<file path="config.mk">
export PLATFORM = sky130hd
export DESIGN_NAME = enc_read_ctrl
export DESIGN_NICKNAME = d
export VERILOG_FILES = /design/src/rtl/enc_pkg.sv /design/src/rtl/enc_period_timer.sv /design/src/rtl/enc_read_ctrl.sv
export SDC_FILE = /design/constraint.sdc
export NUM_CORES = 1
export LEC_CHECK = 0
export BUFFER_PORTS_ARGS = -buffer_cell sky130_fd_sc_hd__buf_2
export CORE_AREA = 2 2 75 77
export CTS_BUF_LIST = sky130_fd_sc_hd__clkbuf_2
export DETAILED_ROUTE_END_ITERATION = 7
export DIE_AREA = 0 0 77 79
export PLACE_DENSITY = 0.68
export SLEW_MARGIN = 20
export SYNTH_ARGS = -nofsm -noshare
export SYNTH_HDL_FRONTEND = slang
export SYNTH_SLANG_ARGS = --single-unit
</file>
<file path="constraint.sdc">
create_clock -name clk -period 5.1 [get_ports clk]
set_input_delay 1.53 -clock clk [delete_from_list [all_inputs] [get_ports clk]]
set_output_delay 1.53 -clock clk [all_outputs]
set_load 0.02 [all_outputs]
</file>
<file path="src/rtl/enc_pkg.sv">
// Shared types and constants for the rotary-encoder readout path.
package enc_pkg;

    localparam int CNT_W        = 16;
    localparam int BYTE_W       = CNT_W / 2;
    localparam int SETTLE_DEF   = 4;
    localparam int LOCK_CYC_DEF = 2;

    typedef enum logic [2:0] {
        S_IDLE,
        S_LOCK,
        S_LOCK_GAP,
        S_CS_HI,
        S_CS_LO,
        S_PRESENT
    } state_t;

endpackage

</file>
<file path="src/rtl/enc_period_timer.sv">
// Free-running 0..PERIOD-1 counter; tick marks the wrap. PERIOD=0 disables it.
module enc_period_timer #(
    parameter int PERIOD = 50000
) (
    input  logic clk,
    input  logic reset,
    output logic tick
);

    if (PERIOD == 0) begin : g_off
        logic unused_in;
        assign unused_in = clk ^ reset;
        assign tick      = 1'b0;
    end else begin : g_on
        localparam int W = (PERIOD > 1) ? $clog2(PERIOD) : 1;
        logic [W-1:0] cnt;

        assign tick = (cnt == W'(PERIOD - 1));

        always_ff @(posedge clk or negedge reset) begin
            if (!reset) begin
                cnt <= '0;
            end else if (tick) begin
                cnt <= '0;
            end else begin
                cnt <= cnt + W'(1);
            end
        end
    end

endmodule

</file>
<file path="src/rtl/enc_read_ctrl.sv">
// Encoder readout sequencer: lock, two-byte read over cs, valid/ready present.
// Optional ENC_DELTA_EN adds a signed delta output against the last accepted sample.
module enc_read_ctrl
    import enc_pkg::*;
#(
    parameter int SETTLE   = SETTLE_DEF,
    parameter int LOCK_CYC = LOCK_CYC_DEF,
    parameter int PERIOD   = 50000
) (
    input  logic              clk,
    input  logic              reset,
    input  logic              start,
    input  logic [BYTE_W-1:0] enc_data,
    output logic              enc_lock,
    output logic              enc_cs,
    output logic [CNT_W-1:0]  sample,
    output logic              sample_valid,
    input  logic              sample_ready,
    output logic              busy,
    output logic              overrun,
    input  logic              overrun_clr
`ifdef ENC_DELTA_EN
    ,
    output logic signed [CNT_W-1:0] delta
`endif
);

    localparam int CMAX = (SETTLE > LOCK_CYC) ? SETTLE : LOCK_CYC;
    localparam int CTW  = $clog2(CMAX + 1);

    state_t            state, state_d;
    logic [CTW-1:0]    cnt, cnt_d;
    logic [BYTE_W-1:0] hi, hi_d;
    logic [CNT_W-1:0]  sample_d;
    logic              pend, pend_d;
    logic              valid_d, ovr_d, lock_d, cs_d;
    logic              tick, trig, ovr_set;
`ifdef ENC_DELTA_EN
    logic [CNT_W-1:0]  prev, prev_d, delta_d;
`endif

    enc_period_timer #(.PERIOD(PERIOD)) u_timer (
        .clk   (clk),
        .reset (reset),
        .tick  (tick)
    );

    assign trig = start | tick;
    assign busy = (state != S_IDLE) && (state != S_PRESENT);

    always_comb begin
        state_d  = state;
        cnt_d    = cnt;
        hi_d     = hi;
        sample_d = sample;
        valid_d  = sample_valid;
        pend_d   = pend;
        ovr_set  = 1'b0;
`ifdef ENC_DELTA_EN
        prev_d   = prev;
        delta_d  = delta;
`endif
        // Outside IDLE one trigger may wait; a second one is lost.
        if (state != S_IDLE && trig) begin
            if (pend) ovr_set = 1'b1;
            else      pend_d  = 1'b1;
        end
        unique case (state)
            S_IDLE: begin
                if (trig || pend) begin
                    state_d = S_LOCK;
                    cnt_d   = '0;
                    pend_d  = pend & trig;
                end
            end
            S_LOCK: begin
                if (cnt == CTW'(LOCK_CYC - 1)) begin
                    state_d = S_LOCK_GAP;
                    cnt_d   = '0;
                end else begin
                    cnt_d = cnt + CTW'(1);
                end
            end
            S_LOCK_GAP: begin
                state_d = S_CS_HI;
                cnt_d   = '0;
            end
            S_CS_HI: begin
                if (cnt == CTW'(SETTLE - 1)) begin
                    hi_d    = enc_data;
                    state_d = S_CS_LO;
                    cnt_d   = '0;
                end else begin
                    cnt_d = cnt + CTW'(1);
                end
            end
            S_CS_LO: begin
                if (cnt == CTW'(SETTLE - 1)) begin
                    sample_d = {hi, enc_data};
                    valid_d  = 1'b1;
                    state_d  = S_PRESENT;
                    cnt_d    = '0;
`ifdef ENC_DELTA_EN
                    delta_d  = {hi, enc_data} - prev;
`endif
                end else begin
                    cnt_d = cnt + CTW'(1);
                end
            end
            S_PRESENT: begin
                if (sample_ready) begin
                    valid_d = 1'b0;
                    state_d = S_IDLE;
`ifdef ENC_DELTA_EN
                    prev_d  = sample;
`endif
                end
            end
            default: state_d = S_IDLE;
        endcase
        ovr_d  = ovr_set | (overrun & ~overrun_clr);
        // Strobes are registered from the next state so they never glitch.
        lock_d = (state_d == S_LOCK);
        cs_d   = (state_d == S_CS_HI);
    end

    always_ff @(posedge clk or negedge reset) begin
        if (!reset) begin
            state        <= S_IDLE;
            cnt          <= '0;
            hi           <= '0;
            pend         <= 1'b0;
            sample       <= '0;
            sample_valid <= 1'b0;
            overrun      <= 1'b0;
            enc_lock     <= 1'b0;
            enc_cs       <= 1'b0;
`ifdef ENC_DELTA_EN
            prev         <= '0;
            delta        <= '0;
`endif
        end else begin
            state        <= state_d;
            cnt          <= cnt_d;
            hi           <= hi_d;
            pend         <= pend_d;
            sample       <= sample_d;
            sample_valid <= valid_d;
            overrun      <= ovr_d;
            enc_lock     <= lock_d;
            enc_cs       <= cs_d;
`ifdef ENC_DELTA_EN
            prev         <= prev_d;
            delta        <= delta_d;
`endif
        end
    end

endmodule

</file>
==> out/summary.txt, run 1 <==
Run status = completed
Top cells by count, synth = 51 x sky130_fd_sc_hd__dfrtp_1, 22 x sky130_fd_sc_hd__mux2_2, 13 x sky130_fd_sc_hd__nand2_1
Unrepaired setup endpoints after global routing = no
Dominant cells by area after synthesis = sky130_fd_sc_hd__dfrtp_1 56%, sky130_fd_sc_hd__mux2_2 11%, sky130_fd_sc_hd__ha_1 2.8%
Worst ir drop on vdd = 169.7 uV
Number of antenna violations at the first check in global routing = 0
Number of CTS-inserted buffers = 5
Endpoints failing hold = 0
Total Negative Setup Slacks = 0 ns
Via-to-Cell Ratio = 5.065
Cell type contributing the most total cell area after synthesis = sky130_fd_sc_hd__dfrtp_1
Post-synthesis cell count = 187
Post-Place Cells = 287
Clock sink count = 51
Worst Hold Class = reg2reg
Critical Path End Type = primary output
Number of gates resized after CTS = 0
Crit path DAT = 1.71 ns
WL final = 3816 um
Post-CTS clock slew at the launch and capture registers of the worst setup and hold paths = 0.23 ns
Category of the worst setup path launch point = register
Area of the core = 0.005338 mm2
Clock latency at the later pin of the worst-skew pair = 0.42 ns
Final estimated routing congestion in global placement = 0.7526
Remaining antenna violation count after routing = 0
Fill count = 533
Finish-stage setup viols = 0
Areal power density over the cells = 385.1 mW/mm2
Number of max-cap violations = 0
Die W = 77 um
Slack of the worst reg-to-reg path = 2.87 ns
Final count of pins violating max slew = 0
Fraction of post-synthesis cell area in the top cell type by area = 56.23%
Clock skew = 0.02584 ns
Initial cell density of the core = 42.52%
Share of the core filled with cells = 47.61%
Overflow after GRT = 0
Number of enable flip-flop cells after synthesis = 0
Slew @ Worst Pin = 0.8028 ns
Remaining max-slew budget at the tightest pin = 46.43%
I/O Pins = 34
CTS HTree Levels = 2
Post-synthesis cell area = 0.002270 mm2
Number of nets produced by synthesis = 205
Commonest register cell after synthesis = sky130_fd_sc_hd__dfrtp_1
Detailed placer's ending HPWL = 2726 um
Post-synthesis register bit count = 51
Die area = 0.006083 mm2
Y dimension of the die = 79 um
Sequential fraction of the synthesis area = 56.23%
Number of standard cells in the final layout excluding fillers = 294
Total routing usage reported by global routing = 13.50%
Routed wirelength normalized by instance count = 12.98 um
Drt pass-1 iters = 4
Minimum clock period after layout = 3.235 ns
TritonCTS clock tree = built
Vias after detailed routing = 1489
Antenna diode instance count = 0
Site Rows = 27
Mean area per synthesized cell = 12.14 um2
Hold Worst Slack = 0.4995 ns
Count of warnings emitted by yosys = 0
DRC = 0
Area growth from synthesis to layout = 11.96%
Most frequent cell after synthesis = sky130_fd_sc_hd__dfrtp_1
Number of library cell types mapped by synthesis = 42
Number of buffers on the longest clock path = 2
Clock tree root driver cell = sky130_fd_sc_hd__clkbuf_2
P_leak = 0.001215 uW
Async SR Flop Fraction = 100.0%
Buffers inserted by post-CTS timing repair = 0
Critical path fanouts, max = 13
Via count of the first global-routing pass = 1463
Number of buffers added to fix hold violations after cts = 0
Classification of the worst setup path = reg2out
First-pass GRT wire length = 6548 um
Input/output buffers = 33
Initial DRC Count = 66
Data required, critical path = 3.57 ns
Final worst path period share = 63.44%
Fraction of final layout cells with drive strength greater than 1 = 29.73%
Highest clock frequency the design can meet = 0.3091 GHz
Nets = 240
Maximum number of pins on one net before global-route repair = 52
[placed cells by master, fill, tap and decap left out, drive strengths merged, types with 3 or more instances in the layout]
cell type / netlist / routed
a21oi: 5 / 5
a22o: 3 / 3
buf: 3 / 33
clkbuf: 2 / 5
dfrtp: 51 / 51
ha: 5 / 5
inv: 7 / 7
mux2: 24 / 24
mux2i: 3 / 3
nand2: 13 / 13
nand2b: 3 / 3
nand3: 6 / 6
nand4: 5 / 5
nor2: 13 / 13
nor2b: 3 / 3
nor3: 3 / 3
nor4: 3 / 3
o21ai: 3 / 3
xnor2: 5 / 5
xor2: 6 / 6
[cells by family after synthesis]
logic type	after synthesis	synth area share, %
AOI/OAI and AO/OA	19	5.568
xor gates and xnor gates	11	4.245
adders and majority gates	5	2.756
buffers and inverters	12	2.261
DFF	51	56.23
muxes	27	13.23
and+or+nand+nor	62	15.71
[metal layers]
metal | global-route usage (%) | up-vias | wire length [um]
li1 | - | 736 | -
met1 | 16.67 | 728 | 1777
met2 | 22.28 | 19 | 1862
met3 | 4.545 | 6 | 122
met4 | 4.821 | 0 | 53
met5 | 0 | - | 0
[where the power goes]
group          internal, uW  switching [uW]
sequential              488            62.9
combinational           130             145
clock                  31.5             121
total                   650             329
[through the flow]
step | cell area (um2) | total power (uW) | setup WS, ns
after CTS | 2539 | 994.4 | 1.818
after detailed placement | 2500 | 841.3 | 2.342
after global routing | 2541 | 1049 | 1.718
after floorplan | 2270 | 754.9 | 2.473
final | 2541 | 978.6 | 1.865
after global placement | 2500 | 829.5 | 2.384
[cell type report]
type                       count  area, um2  area share (%)
sequential                    51       1276           50.22
multi-input combinational    124      942.2           37.08
timing repair buffer          33      167.7           6.598
tap                           72      90.09           3.545
inverter                       7      26.28           1.034
clock buffer                   5      25.02          0.9847
clock inverter                 2      13.76          0.5416
[path summary, 6_finish.rpt]
check	cells after the start	from	end
setup / recovery	3	state[0]	busy
hold / removal	1	u_timer.g_on.cnt[0]	u_timer.g_on.cnt[0]
setup reg to reg	4	u_timer.g_on.cnt[12]	cnt[2]
hold reg to reg	1	u_timer.g_on.cnt[0]	u_timer.g_on.cnt[0]
max in group asynchronous	1	reset	u_timer.g_on.cnt[1]
min in group asynchronous	1	reset	sample[4]
[sequential cells by signal, indices dropped and copies added, names as in the netlist]
signal / cells
sample: 16
u_timer.g_on.cnt: 16
hi: 8
cnt: 3
state: 3
enc_cs: 1
enc_lock: 1
overrun: 1
pend: 1
sample_valid: 1
[critical path, stage by stage (launching register included)]
cell                      delay, ns
sky130_fd_sc_hd__dfrtp_1       0.55
sky130_fd_sc_hd__nor2b_1       0.23
sky130_fd_sc_hd__or3_1         0.35
sky130_fd_sc_hd__buf_2         0.16
Note: power is estimated with default switching activity, not from simulation.
==> run 2: changes to the inputs <==
==> constraint.sdc (replaced) <==
create_clock -name clk -period 3.2 [get_ports clk]
set_input_delay 0.96 -clock clk [delete_from_list [all_inputs] [get_ports clk]]
set_output_delay 0.96 -clock clk [all_outputs]
set_load 0.02 [all_outputs]
==> run 2 against run 1 <==
Compared with the run above: clock power grew 65%; clock skew shrank 0.011 ns; worst setup slack lost 1.3 ns; sequential share of layout area shrank 0.51 points; power grew 60%; sequential cell count is the same; hold slack gained 0.0053 ns; global-route usage shrank 0.40 points; non-clock buffer count grew 3; via count shrank 1.3%; clock-buffer cell count is the same; combinational power grew 57%; critical path type unchanged.
==> out/summary.txt, run 2 (same netlist as run 1, synthesis figures left out) <==
Y dimension of the die = 79 um (unchanged)
Clock skew = 0.01466 ns (was 0.02584 ns)
Number of standard cells in the final layout excluding fillers = 298 (was 294)
Via count of the first global-routing pass = 1369 (was 1463)
Site Rows = 27 (unchanged)
Vias after detailed routing = 1470 (was 1489)
CTS HTree Levels = 2 (unchanged)
Endpoints failing hold = 0 (unchanged)
Minimum clock period after layout = 2.668 ns
Input/output buffers = 33 (unchanged)
Worst Hold Class = reg2reg (unchanged)
Run status = completed (unchanged)
Final worst path period share = 83.39%
Biggest registers after layout = sample (16), u_timer.g_on.cnt (16), hi (8) (unchanged)
Clock latency at the later pin of the worst-skew pair = 0.41 ns (was 0.42 ns)
Data required, critical path = 2.24 ns (was 3.57 ns)
I/O Pins = 34 (unchanged)
Cell family with most CP delay = simple AND/OR/NAND/NOR gates (unchanged)
Number of antenna violations at the first check in global routing = 0 (unchanged)
Die W = 77 um (unchanged)
Clock sink count = 51 (unchanged)
Count of buffer and inverter cells on the critical path = 1 (unchanged)
Commonest cells after routing, fill and taps aside = 51 x sky130_fd_sc_hd__dfrtp_1, 33 x sky130_fd_sc_hd__buf_2, 22 x sky130_fd_sc_hd__mux2_2 (was 51 x sky130_fd_sc_hd__dfrtp_1, 32 x sky130_fd_sc_hd__buf_2, 22 x sky130_fd_sc_hd__mux2_2)
Critical Path Slowest Stage Cell = sky130_fd_sc_hd__dfrtp_1 (unchanged)
Number of max-cap violations = 0 (unchanged)
Critical Path End Type = primary output (unchanged)
Crit path DAT = 1.71 ns (about the same)
Areal power density over the cells = 609.5 mW/mm2 (was 385.1 mW/mm2)
Routed wirelength normalized by instance count = 12.58 um (was 12.98 um)
Highest clock frequency the design can meet = 0.3748 GHz
Area growth from synthesis to layout = 13.12% (was 11.96%)
Slew @ Worst Pin = 0.8154 ns (was 0.8028 ns)
First-pass GRT wire length = 6389 um (was 6548 um)
Die area = 0.006083 mm2 (unchanged)
Via-to-Cell Ratio = 4.933 (was 5.065)
Total Negative Setup Slacks = 0 ns (unchanged)
Hold Worst Slack = 0.5048 ns (was 0.4995 ns)
DRC = 0 (unchanged)
Post-Place Cells = 290 (was 287)
Critical path fanouts, max = 13 (unchanged)
Number of buffers on the longest clock path = 2 (unchanged)
Final estimated routing congestion in global placement = 0.7784 (was 0.7526)
Area of the core = 0.005338 mm2 (unchanged)
P_leak = 0.001227 uW (was 0.001215 uW)
Final count of pins violating max slew = 0 (unchanged)
Maximum single-stage delay on the critical path = 0.56 ns (was 0.55 ns)
Detailed placer's ending HPWL = 2785 um (was 2726 um)
Buffers inserted by post-CTS timing repair = 0 (unchanged)
Antenna diode instance count = 0 (unchanged)
Chain of cells forming the critical path = nor2b_1, or3_1, buf_2 (unchanged)
Total routing usage reported by global routing = 13.10% (was 13.50%)
Classification of the worst setup path = reg2out (unchanged)
Finish-stage setup viols = 0 (unchanged)
Initial cell density of the core = 42.52% (unchanged)
Number of buffers added to fix hold violations after cts = 0 (unchanged)
Commonest non-fill, non-tap cell in the layout = sky130_fd_sc_hd__dfrtp_1 (unchanged)
Nets = 243 (was 240)
Worst ir drop on vdd = 228.0 uV (was 169.7 uV)
Maximum number of pins on one net before global-route repair = 32 (was 52)
WL final = 3749 um (was 3816 um)
Fraction of final layout cells with drive strength greater than 1 = 30.53% (was 29.73%)
Remaining max-slew budget at the tightest pin = 45.58% (was 46.43%)
TritonCTS clock tree = built (unchanged)
Clock tree root driver cell = sky130_fd_sc_hd__clkbuf_2 (unchanged)
Number of gates resized after CTS = 0 (unchanged)
Category of the worst setup path launch point = register (unchanged)
Initial DRC Count = 58 (was 66)
Remaining antenna violation count after routing = 0 (unchanged)
Post-CTS clock slew at the launch and capture registers of the worst setup and hold paths = 0.25 ns (was 0.23 ns)
Overflow after GRT = 0 (unchanged)
Drt pass-1 iters = 4 (unchanged)
Unrepaired setup endpoints after global routing = no (unchanged)
Number of CTS-inserted buffers = 5 (unchanged)
run 2: cell type report:
class	count	area (um2)
Clock buffer	5	25.02
Clock inverter	3	20.02
Fill cell	529	2770
Inverter	7	26.28
Multi-Input combinational cell	124	942.2
Sequential cell	51	1276
Tap cell	72	90.09
Timing Repair Buffer	36	187.7
run 2: per-layer routing:
layer | wire [um] | vias to the layer above | share of wire, % | global-route usage, %
li1 | - | 732 | - | -
met1 | 1804 | 720 | 48 | 17.77
met2 | 1810 | 13 | 48 | 20.53
met3 | 87 | 5 | 2.3 | 3.295
met4 | 46 | 0 | 1.2 | 4.821
met5 | 0 | - | 0 | 0
run 2: worst paths after layout:
| kind | start | end | slack (ns) | cells past startpoint |
|---|---|---|---|---|
| max | state[0] | busy | 0.53 | 3 |
| min | u_timer.g_on.cnt[0] | u_timer.g_on.cnt[0] | 0.50 | 1 |
| max reg2reg | state[1] | sample[7] | 1.10 | 4 |
| min reg2reg | u_timer.g_on.cnt[0] | u_timer.g_on.cnt[0] | 0.50 | 1 |
| max in group asynchronous | reset | u_timer.g_on.cnt[3] | 2.04 | 2 |
| min in group asynchronous | reset | sample[1] | 0.53 | 1 |
run 2: report_power, final:
part	internal [uW]	switching (uW)	leakage, uW
Sequential	778	101	0.000647
Clock	52.7	200	0.0000266
Combinational	207	226	0.000553
run 2: through the flow:
stage                     area (um2)  utilization, %  setup WS (ns)  total power [uW]
after global placement          2522           47.26          1.048              1322
after CTS                       2567           48.10         0.5056              1590
after floorplan                 2270               -          1.143              1203
final                           2567           48.10         0.5316              1565
after detailed placement        2522           47.26          1.021              1334
after global routing            2567           48.10         0.3776              1682
==> run 3: changes to the inputs <==
==> constraint.sdc (replaced) <==
create_clock -name clk -period 2.6 [get_ports clk]
set_input_delay 0.78 -clock clk [delete_from_list [all_inputs] [get_ports clk]]
set_output_delay 0.78 -clock clk [all_outputs]
set_load 0.02 [all_outputs]
==> run 3 against run 2 <==
Compared with the run above: via count rose by 3.3%; cell count rose by 0.34%; non-clock buffer count rose by 1; global-route usage rose by 1.1 points; sequential share of layout area fell by 0.12 points; clock skew rose by 0.0037 ns; cell area rose by 0.34%; clock power rose by 24%; critical path type unchanged.
==> out/summary.txt, run 3 (same netlist as run 1, synthesis figures left out) <==
Number of cells on the worst reg-to-reg path = 4 (unchanged)
Clock skew = 0.01840 ns (was 0.01466 ns)
Slew @ Worst Pin = 0.7023 ns (was 0.8154 ns)
DRC = 0 (unchanged)
Clock tree root driver cell = sky130_fd_sc_hd__clkbuf_2 (unchanged)
Multi-input gate area = 942.2 um2 (unchanged)
CTS HTree Levels = 2 (unchanged)
Nets = 244 (was 243)
Share of the core filled with cells = 48.27% (was 48.10%)
Y dimension of the die = 79 um (unchanged)
Vias after detailed routing = 1519 (was 1470)
Endpoints failing hold = 0 (unchanged)
Biggest registers after layout = sample (16), u_timer.g_on.cnt (16), hi (8) (unchanged)
Critical path fanouts, max = 13 (unchanged)
Final estimated routing congestion in global placement = 0.7917 (was 0.7784)
Crit path DAT = 1.70 ns (was 1.71 ns)
Via-to-Cell Ratio = 5.080 (was 4.933)
Layout Cell Area excl Fill = 0.002576 mm2 (was 0.002567 mm2)
Minimum clock period after layout = 2.477 ns
Post-CTS clock slew at the launch and capture registers of the worst setup and hold paths = 0.25 ns (about the same)
Area growth from synthesis to layout = 13.51% (was 13.12%)
Die W = 77 um (unchanged)
Data required, critical path = 1.82 ns (was 2.24 ns)
WL final = 3981 um (was 3749 um)
Via count of the first global-routing pass = 1461 (was 1369)
Unrepaired setup endpoints after global routing = no (unchanged)
Run status = completed (unchanged)
Number of antenna violations at the first check in global routing = 0 (unchanged)
Buffers inserted by post-CTS timing repair = 0 (unchanged)
I/O Pins = 34 (unchanged)
Commonest cells after routing, fill and taps aside = 50 x sky130_fd_sc_hd__dfrtp_1, 33 x sky130_fd_sc_hd__buf_2, 22 x sky130_fd_sc_hd__mux2_2 (was 51 x sky130_fd_sc_hd__dfrtp_1, 33 x sky130_fd_sc_hd__buf_2, 22 x sky130_fd_sc_hd__mux2_2)
Areal power density over the cells = 753.9 mW/mm2 (was 609.5 mW/mm2)
Number of CTS-inserted buffers = 5 (unchanged)
Number of max-cap violations = 0 (unchanged)
Commonest non-fill, non-tap cell in the layout = sky130_fd_sc_hd__dfrtp_1 (unchanged)
Input/output buffers = 33 (unchanged)
Category of the worst setup path launch point = register (unchanged)
Highest clock frequency the design can meet = 0.4037 GHz
Worst ir drop on vdd = 285.2 uV (was 228.0 uV)
Routed wirelength normalized by instance count = 13.31 um (was 12.58 um)
Post-place instance area = 0.002530 mm2 (was 0.002522 mm2)
Maximum number of pins on one net before global-route repair = 33 (was 32)
Number of buffers on the longest clock path = 2 (unchanged)
Sequential standard cell area = 0.001277 mm2 (was 0.001276 mm2)
Classification of the worst setup path = reg2out (unchanged)
Fill count = 505 (was 529)
Drt pass-1 iters = 5 (was 4)
Detailed placer's ending HPWL = 2893 um (was 2785 um)
Final count of pins violating max slew = 0 (unchanged)
Clock sink count = 51 (unchanged)
Remaining antenna violation count after routing = 0 (unchanged)
First-pass GRT wire length = 6879 um (was 6389 um)
Overflow after GRT = 0 (unchanged)
Overall Power = 1942 uW (was 1565 uW)
Antenna diode instance count = 0 (unchanged)
Area of the core = 0.005338 mm2 (unchanged)
Finish-stage setup viols = 0 (unchanged)
Site Rows = 27 (unchanged)
Total routing usage reported by global routing = 14.19% (was 13.10%)
Critical Path End Type = primary output (unchanged)
Initial cell density of the core = 42.52% (unchanged)
P_leak = 0.001232 uW (was 0.001227 uW)
TritonCTS clock tree = built (unchanged)
Final worst path period share = 95.28%
Total Negative Setup Slacks = 0 ns (unchanged)
Die area = 0.006083 mm2 (unchanged)
Clock latency at the later pin of the worst-skew pair = 0.43 ns (was 0.41 ns)
Hold Worst Slack = 0.3442 ns (was 0.5048 ns)
Worst Hold Class = in2async (was reg2reg)
Fraction of final layout cells with drive strength greater than 1 = 31.28% (was 30.53%)
Slack of the worst reg-to-reg path = 0.73 ns (was 1.10 ns)
Initial DRC Count = 98 (was 58)
Remaining max-slew budget at the tightest pin = 53.18% (was 45.58%)
[run 3: through the flow]
| step | cells | setup slack [ns] |
|---|---|---|
| CTS | 299 | 0.03717 |
| floorplan | 187 | 0.7228 |
| global route | 299 | 0.001753 |
| detailed placement | 291 | 0.5806 |
| global placement | 291 | 0.6315 |
| finish | 299 | 0.1227 |
[run 3: per-layer routing]
metal	wire length [um]	global-route usage (%)	vias to the layer above	part of all wire [%]
met1	1820	18.58	750	46
met4	59	5.179	0	1.5
met5	0	0	-	0
li1	-	-	739	-
met2	1970	22.89	24	49
met3	131	3.750	6	3.3
[run 3: worst max-delay path, stage by stage, from the launching register on]
cell,delay [ns]
sky130_fd_sc_hd__dfrtp_2,0.54
sky130_fd_sc_hd__nor2b_1,0.21
sky130_fd_sc_hd__or3_1,0.36
sky130_fd_sc_hd__buf_2,0.16
[run 3: worst paths after layout]
check                                      from                   to
max in group asynchronous                 reset                 pend
hold reg to reg             u_timer.g_on.cnt[0]  u_timer.g_on.cnt[0]
setup / recovery                       state[0]                 busy
min in group clk            u_timer.g_on.cnt[0]  u_timer.g_on.cnt[0]
setup reg to reg           u_timer.g_on.cnt[12]               cnt[2]
hold / removal                            reset            sample[9]
[run 3: layout make-up]
class / count / area share (%)
clock buffers: 5 / 0.9713
inverters: 7 / 1.020
well taps: 72 / 3.497
multi-input cells: 124 / 36.57
repair buffers: 37 / 7.576
clock inverters: 3 / 0.7771
flip-flops and latches: 51 / 49.59
[run 3: power by group]
group          total (uW)  internal (uW)  switching [uW]
Combinational         542            256             286
Clock                 313           64.7             248
Sequential           1090            959             128
[run 3: timing repair]
| action | 4_1_cts | 5_1_grt |
|---|---|---|
| hold buffers | 0 | 0 |
| resized for setup | 0 | 1 |
| setup endpoints to repair | 0 | 1 |
